File: src/rtl/procyon_mhq_ex.sv
// Miss handling queue execute stage: allocates and merges store data into
// queue entries, presents the head entry to the CCU and retires it on done.
module procyon_mhq_ex #(
  parameter int unsigned OPTN_DATA_WIDTH   = 32,
  parameter int unsigned OPTN_ADDR_WIDTH   = 32,
  parameter int unsigned OPTN_MHQ_DEPTH    = 4,
  parameter int unsigned OPTN_DC_LINE_SIZE = 32,
  localparam int unsigned MHQ_IDX_WIDTH    = $clog2(OPTN_MHQ_DEPTH),
  localparam int unsigned DC_OFFSET_WIDTH  = $clog2(OPTN_DC_LINE_SIZE),
  localparam int unsigned DC_LINE_WIDTH    = OPTN_DC_LINE_SIZE * 8,
  localparam int unsigned WORD_SIZE        = OPTN_DATA_WIDTH / 8,
  localparam int unsigned LINE_ADDR_WIDTH  = OPTN_ADDR_WIDTH - DC_OFFSET_WIDTH,
  localparam int unsigned PTR_WIDTH        = MHQ_IDX_WIDTH + 1
) (
  input  logic                                            clk,
  input  logic                                            n_rst,
  input  logic                                            i_mhq_lu_en,
  input  logic                                            i_mhq_lu_we,
  input  logic [DC_OFFSET_WIDTH-1:0]                      i_mhq_lu_offset,
  input  logic [OPTN_DATA_WIDTH-1:0]                      i_mhq_lu_wr_data,
  input  logic [WORD_SIZE-1:0]                            i_mhq_lu_byte_select,
  input  logic                                            i_mhq_lu_match,
  input  logic [MHQ_IDX_WIDTH-1:0]                        i_mhq_lu_tag,
  input  logic [LINE_ADDR_WIDTH-1:0]                      i_mhq_lu_addr,
  input  logic                                            i_ccu_done,
  output logic [PTR_WIDTH-1:0]                            o_mhq_tail_next,
  output logic [PTR_WIDTH-1:0]                            o_mhq_head_next,
  output logic [OPTN_MHQ_DEPTH-1:0]                       o_mhq_entry_valid,
  output logic [OPTN_MHQ_DEPTH-1:0][LINE_ADDR_WIDTH-1:0]  o_mhq_entry_addr,
  output logic                                            o_mhq_ex_bypass_en,
  output logic                                            o_mhq_ex_bypass_we,
  output logic                                            o_mhq_ex_bypass_match,
  output logic [LINE_ADDR_WIDTH-1:0]                      o_mhq_ex_bypass_addr,
  output logic [MHQ_IDX_WIDTH-1:0]                        o_mhq_ex_bypass_tag,
  output logic                                            o_ccu_en,
  output logic                                            o_ccu_we,
  output logic [OPTN_ADDR_WIDTH-1:0]                      o_ccu_addr,
  output logic [DC_LINE_WIDTH-1:0]                        o_ccu_data,
  output logic [OPTN_DC_LINE_SIZE-1:0]                    o_ccu_byte_mask
);

  // Wide enough to hold offset + word byte index without overflow
  localparam int unsigned BIDX_WIDTH = $clog2(OPTN_DC_LINE_SIZE + WORD_SIZE);

  logic [PTR_WIDTH-1:0]                                 head;
  logic [PTR_WIDTH-1:0]                                 tail;
  logic [OPTN_MHQ_DEPTH-1:0]                            entry_valid;
  logic [OPTN_MHQ_DEPTH-1:0]                            entry_dirty;
  logic [OPTN_MHQ_DEPTH-1:0][LINE_ADDR_WIDTH-1:0]       entry_addr;
  logic [OPTN_MHQ_DEPTH-1:0][DC_LINE_WIDTH-1:0]         entry_data;
  logic [OPTN_MHQ_DEPTH-1:0][OPTN_DC_LINE_SIZE-1:0]     entry_mask;

  logic [MHQ_IDX_WIDTH-1:0]     head_idx;
  logic                         full;
  logic                         alloc;
  logic                         merge_st;
  logic                         dequeue;
  logic [DC_LINE_WIDTH-1:0]     merge_data;
  logic [OPTN_DC_LINE_SIZE-1:0] merge_mask;

  // Queue control: full when pointers differ only in the wrap bit
  always_comb begin
    head_idx = head[MHQ_IDX_WIDTH-1:0];
    full     = ({~tail[MHQ_IDX_WIDTH], tail[MHQ_IDX_WIDTH-1:0]} == head);
    alloc    = i_mhq_lu_en & ~i_mhq_lu_match & ~full;
    merge_st = i_mhq_lu_en & i_mhq_lu_match & i_mhq_lu_we;
    dequeue  = i_ccu_done & entry_valid[head_idx];
  end

  // Byte merge of the store word into the target line; overhanging bytes drop
  always_comb begin
    merge_data = alloc ? '0 : entry_data[i_mhq_lu_tag];
    merge_mask = alloc ? '0 : entry_mask[i_mhq_lu_tag];
    for (int j = 0; j < int'(OPTN_DC_LINE_SIZE); j++) begin
      for (int b = 0; b < int'(WORD_SIZE); b++) begin
        if (i_mhq_lu_byte_select[b] &&
            ((BIDX_WIDTH'(i_mhq_lu_offset) + BIDX_WIDTH'(b)) == BIDX_WIDTH'(j))) begin
          merge_data[j*8 +: 8] = i_mhq_lu_wr_data[b*8 +: 8];
          merge_mask[j]        = 1'b1;
        end
      end
    end
  end

  // Entry and pointer state; dequeue is applied last so it wins over a merge
  always_ff @(posedge clk) begin
    if (!n_rst) begin
      head        <= '0;
      tail        <= '0;
      entry_valid <= '0;
      entry_dirty <= '0;
      entry_mask  <= '0;
    end else begin
      head <= o_mhq_head_next;
      tail <= o_mhq_tail_next;
      if (alloc || merge_st) begin
        entry_data[i_mhq_lu_tag]  <= merge_data;
        entry_mask[i_mhq_lu_tag]  <= merge_mask;
        entry_dirty[i_mhq_lu_tag] <= alloc ? i_mhq_lu_we : 1'b1;
      end
      if (alloc) begin
        entry_valid[i_mhq_lu_tag] <= 1'b1;
        entry_addr[i_mhq_lu_tag]  <= i_mhq_lu_addr;
      end
      if (dequeue) begin
        entry_valid[head_idx] <= 1'b0;
        entry_dirty[head_idx] <= 1'b0;
        entry_mask[head_idx]  <= '0;
      end
    end
  end

  // Next-cycle pointers and zero-latency bypass of the current request
  always_comb begin
    o_mhq_tail_next       = tail + PTR_WIDTH'(alloc);
    o_mhq_head_next       = head + PTR_WIDTH'(dequeue);
    o_mhq_ex_bypass_en    = i_mhq_lu_en & ~i_mhq_lu_match;
    o_mhq_ex_bypass_we    = i_mhq_lu_en & i_mhq_lu_we;
    o_mhq_ex_bypass_match = i_mhq_lu_match;
    o_mhq_ex_bypass_addr  = i_mhq_lu_addr;
    o_mhq_ex_bypass_tag   = i_mhq_lu_tag;
  end

  // Registered entry feedback and head-entry request to the CCU
  always_comb begin
    o_mhq_entry_valid = entry_valid;
    o_mhq_entry_addr  = entry_addr;
    o_ccu_en          = entry_valid[head_idx];
    o_ccu_we          = entry_dirty[head_idx];
    o_ccu_addr        = {entry_addr[head_idx], {DC_OFFSET_WIDTH{1'b0}}};
    o_ccu_data        = entry_data[head_idx];
    o_ccu_byte_mask   = entry_mask[head_idx];
  end

endmodule

File: config.mk
export PLATFORM = sky130hd
export DESIGN_NAME = procyon_mhq_ex
export DESIGN_NICKNAME = d
export VERILOG_FILES = /design/src/rtl/procyon_mhq_ex.sv
export SDC_FILE = /design/constraint.sdc
export NUM_CORES = 2
export LEC_CHECK = 0
export BUFFER_PORTS_ARGS = -buffer_cell sky130_fd_sc_hd__clkbuf_2
export CAP_MARGIN = 10
export CORE_ASPECT_RATIO = 0.8
export CORE_MARGIN = 3
export CORE_UTILIZATION = 35
export CTS_CLUSTER_SIZE = 10
export DETAILED_ROUTE_END_ITERATION = 10
export RECOVER_POWER = 25
export SETUP_SLACK_MARGIN = 0.05
export SLEW_MARGIN = 10
export SYNTH_ARGS = -nofsm -noshare
export SYNTH_HDL_FRONTEND = slang
export SYNTH_SLANG_ARGS = --single-unit
File: constraint.sdc
create_clock -name clk -period 10.52 [get_ports clk]
set_input_delay 1.052 -clock clk [delete_from_list [all_inputs] [get_ports clk]]
set_output_delay 1.052 -clock clk [all_outputs]
set_load 0.02 [all_outputs]
# Word-level counts from Yosys, hierarchy flattened
# Index checks and enable logic that the tools add are counted.
[word_totals]
ff_bits = 1274
inputBits = 76
word_cells = 600
[op_classes]
add_sub_neg = 5
order_cmp = 4
eq_ne = 125
mux = 298
bitwise_logic = 15
n_reduce_logical = 137
[ops]
columns = ["op", "n"]
rows = [
  ["binary-select mux 256 bit (select 2 bit)", 2],
  ["bitwise mux 1024 bit", 1],
  ["two-way mux 256 bit", 4],
  ["two-way mux 8 bit", 128],
  ["demux 256 bit (select 2 bit)", 1],
  ["two-way mux 128 bit", 3],
  ["equality test 6 x 5 -> 1 bit, second input constant", 48],
  ["two-way mux 32 bit", 5],
  ["equality test 6 x 4 -> 1 bit, second input constant", 24],
  ["two-way mux 1 bit", 133],
  ["logical AND 1 bit", 130],
  ["AND 128 bit", 1],
  ["binary-select mux 32 bit (select 2 bit)", 2],
  ["bitwise mux 128 bit", 1],
  ["demux 32 bit (select 2 bit)", 2],
  ["NOT 128 bit", 1],
  ["bitwise mux 108 bit", 1],
  ["equality test 5 bit, second input constant", 16],
  ["equality test 6 x 3 -> 1 bit, second input constant", 12],
  ["binary-select mux 27 bit (select 2 bit)", 1],
  ["demux 27 bit (select 2 bit)", 1],
  ["two-way mux 27 bit", 2],
  ["equality test 5 x 4 -> 1 bit, second input constant", 8],
  ["equality test 6 x 2 -> 1 bit, second input constant", 6],
  ["other kinds (22)", 51],
]

# Logic depth before layout (Yosys ltp)
[depth]
word_depth = 14
ltp_mapped = 14
ltp_nobuf = 8

# Least setup slack after synthesis
# No wires, ideal clock.
[synth_timing]
kind = "input port to flip-flop"
startpoint = "input i_mhq_lu_tag[0]"
endpoint = "register entry_data[256] (netlist bit) (enable)"
t_arrival_ps = 8249
required_time_ps = 9872
slack_ps = 1623
path_stages = 8
path_buffers = 4
path_cell_list = "buf_2 buf_2 nor2b_1 nand3_1 nor2_1 buf_2 buf_1 and2_1"
[synth_rtl]
columns = ["element", "line", "text"]
rows = [
  ["from (decl)", "23", "input logic [MHQ_IDX_WIDTH-1:0] i_mhq_lu_tag,"],
  ["to (signal, indexed assignment)", "97", "entry_data[i_mhq_lu_tag] <= merge_data;"],
  ["to (decl)", "50", "logic [OPTN_MHQ_DEPTH-1:0][DC_LINE_WIDTH-1:0] entry_data;"],
]

# Final worst setup path
[layout_timing]
startpoint = "input i_mhq_lu_tag[1]"
endpoint = "register entry_data[776] (netlist bit), data pin"
[layout_between]
elab_chain_len = 8
[layout_rtl]
columns = ["element", "line", "text"]
rows = [
  ["binary-select mux 256 bit (select 2 bit)", "72", "merge_data = alloc ? '0 : entry_data[i_mhq_lu_tag];"],
  ["two-way mux 256 bit (not written as such)", "72", ""],
  ["two-way mux 256 bit", "72", ""],
  ["two-way mux 8 bit (4 in a row)", "76", "if (i_mhq_lu_byte_select[b] &&"],
  ["via merge_data[8]", "58", "logic [DC_LINE_WIDTH-1:0] merge_data;"],
  ["bitwise mux 1024 bit", "97", ""],
]
# The timed path passes the listed nets, and every way through them passes these cells. The select of a mux whose other input is x is not followed.
# A chain may end at the register's enable or synchronous reset.

==> impl_metrics.tcl <==
set metrics [dict create \
    clk_pin_slew_ns 0.05 \
    die_w_um 494.5 \
    cp-start-kind "input pin" \
    coreArea_um2 188500 \
    area_growth_pct 13.16 \
    routabilityCongestion 0.9301 \
    ios 548 \
    clock_latency_ns 0.80 \
    min_period_ns 8.126 \
    io_buffers 542 \
    critPathKind "in2reg" \
    final_layout_size_suffix_gt1_frac 0.2642 \
    routed_wirelength_mm 268.1 \
    syn_area_per_cell_um2 14.13 \
    synth_flop_cell "edfxtp_1" \
    whs_ns 0.5019 \
    worstSetupEndpointType "flip-flop" \
    yosysSeqAreaShare 0.5512 \
    grt-ovfl-total 0 \
    setup_viol 0 \
    fmax_mhz 123.1 \
    root_buffer "clkbuf_16" \
    yosysMostFrequentCell "edfxtp_1" \
    violations "capacitance limit, slew limit" \
    synth_top_area_cell "edfxtp_1" \
    drc 0 \
    synth_area_um2 66830 \
    rsz0062_at_grt "no" \
    ys_ff_latch 1274 \
    min-delay-start "entry_mask[91]" \
    post-cts-setup-buffers 0 \
    cts.sinks 1274 \
    placementRows 142 \
    cts_tree "yes" \
    wire_per_inst_um 35.15 \
    tightestPinTransition_ns 4.704 \
    ant_nets 0 \
    grt_max_degree 129 \
    synth_top_area_share 0.5087 \
    yosysUniqueCellTypes 97 \
    cts-buffers-inserted 151 \
    initial_utilization 0.3545 \
    grt_pass1_wl_mm 375.6 \
    die-area_um2 196200 \
    die_h_um 396.8 \
    dpl.hpwl_mm 166.0 \
    hold_viol_final 0 \
    async_reset_ff_frac 0 \
    track_usage 0.2663 \
    critical_path_required_ns 11.03 \
    clk_path_buf_depth 3 \
    vias 50441 \
    post_cts_resized 0 \
    r2r-start "head[0]" \
    grt_pass1_vias 48194 \
    synth_commonest_cells "edfxtp_1 (1132), mux4_2 (605), nor2_1 (324), clkbuf_1 (308), nand2_1 (278)" \
    antenna_found_initial 27 \
    hold_buffers 0 \
    report.final.slew_viol_count 377 \
    startpoint "i_mhq_lu_tag[1]" \
    syn_inst 4728 \
    viasPerCell 6.613 \
    tns_ns 0 \
    ys_warn_count 0 \
    vdd_drop_max_mv 0.1740 \
    hp-class "reg2reg" \
    synth_edf_count 1132 \
    synth.area.top_cells "edfxtp_1 (51%), mux4_2 (20%), dfxtp_1 (4.3%)" \
    slew_headroom -2.136 \
    finalClockSkew_ns 0.04970 \
    drt_iter0_drc 7783 \
    maxCapViolCount 11 \
    crit_fanout 59 \
    power_density_nw_per_um2 158.4 \
    num-nets-final 5090 \
    p_leak_nw 22.97 \
    drt_pass1_iterations 8 \
    status "finished with violations" \
    cts_max_level 4 \
    arrival_ns 8.63 \
    post-route-period-util 0.7725 \
]
path summary, 6_finish.rpt:
check | slack [ns] | endpoint | depth (start not counted)
worst max-delay path | 2.39 | entry_data[776] | 7
worst min-delay path | 0.50 | entry_mask[91] | 2
worst max register to register | 2.69 | entry_data[56] | 7
worst min register to register | 0.50 | entry_mask[91] | 2
power by group:
group	switching, mW	internal [mW]	total [mW]
Combinational	0.937	0.419	1.36
Clock	2.15	2.73	4.88
Sequential	0.0510	5.69	5.74
sequential cells by signal (all words and copies together), names as in the netlist:
| signal | flops |
|---|---|
| entry_data | 1024 |
| entry_dirty | 4 |
| entry_mask | 128 |
| head | 3 |
| o_mhq_entry_addr | 108 |
| o_mhq_entry_valid | 4 |
| tail | 3 |
cell families (layout without fill, tap and decap cells):
family,Yosys count,count (layout),share of synthesized area
buffers and inverters,545,901,0.03662
AOI/OAI and AO/OA,1112,1112,0.1159
DFF,1274,1274,0.5512
other,1,25,0.00005611
adders and majority gates,9,9,0.001685
xor gates and xnor gates,10,10,0.001816
and+or+nand+nor,1172,1172,0.08886
muxes,605,605,0.2039
cells in the final DEF (no fill, tap or decap), drive strengths merged, types with 9 or more instances in the layout:
cell	n
a221o	26
mux4	605
a211oi	111
nor2b	12
a22oi	94
and2	20
a32oi	16
clkinv	15
a221oi	41
diode	20
a311oi	24
inv	12
nor2	336
o32ai	9
nand2	279
o31ai	74
a21o	12
and3	20
or3	32
a31oi	153
o211ai	193
nand2b	10
clkbuf	742
o21ai	249
nor3b	60
ha	9
and4b	13
a22o	9
and4	9
dfxtp	142
a21oi	68
or2	11
nor3	65
nand4	26
edfxtp	1132
nand3	233
buf	130
per-layer routing:
| layer | track usage | vias to the layer above | wire (um) |
|---|---|---|---|
| met5 | 0 | - | 63 |
| li1 | - | 19995 | - |
| met2 | 0.4003 | 4048 | 120100 |
| met4 | 0.1236 | 10 | 14420 |
| met3 | 0.09347 | 749 | 37880 |
| met1 | 0.3449 | 25639 | 95680 |
stage by stage:
| step | setup WS, ns | utilization | total power, mW | area [um2] | std cells |
|---|---|---|---|---|---|
| 2_1_floorplan | 1.623 | - | 6.673 | 66840 | 4732 |
| 5_1_grt | 2.131 | 0.4010 | 12.32 | 75590 | 7614 |
| 6_report | 2.394 | 0.4012 | 11.98 | 75620 | 7628 |
| 3_3_place_gp | 5.229 | 0.3792 | 7.136 | 71480 | 7372 |
| 3_5_place_dp | 5.106 | 0.3792 | 7.162 | 71490 | 7372 |
| 4_1_cts | 4.344 | 0.4028 | 12.01 | 75920 | 7608 |
area by class of cell:
cell class | count | area, um2
Multi-Input combinational cell | 2913 | 27680
Timing Repair Buffer | 660 | 3440
Fill cell | 17394 | 112900
Sequential cell | 1274 | 36840
Clock buffer | 212 | 4069
Inverter | 5 | 23.77
Antenna cell | 20 | 50.05
Clock inverter | 24 | 367.9
Tap cell | 2520 | 3153
critical path, cell delays in order:
cell	delay (ns)
clkbuf_1	3.16
clkbuf_1	2.12
buf_4	0.90
mux4_2	0.35
nor3b_1	0.19
a211oi_1	0.08
o31ai_1	0.57
(Power assumes the default switching activity.)
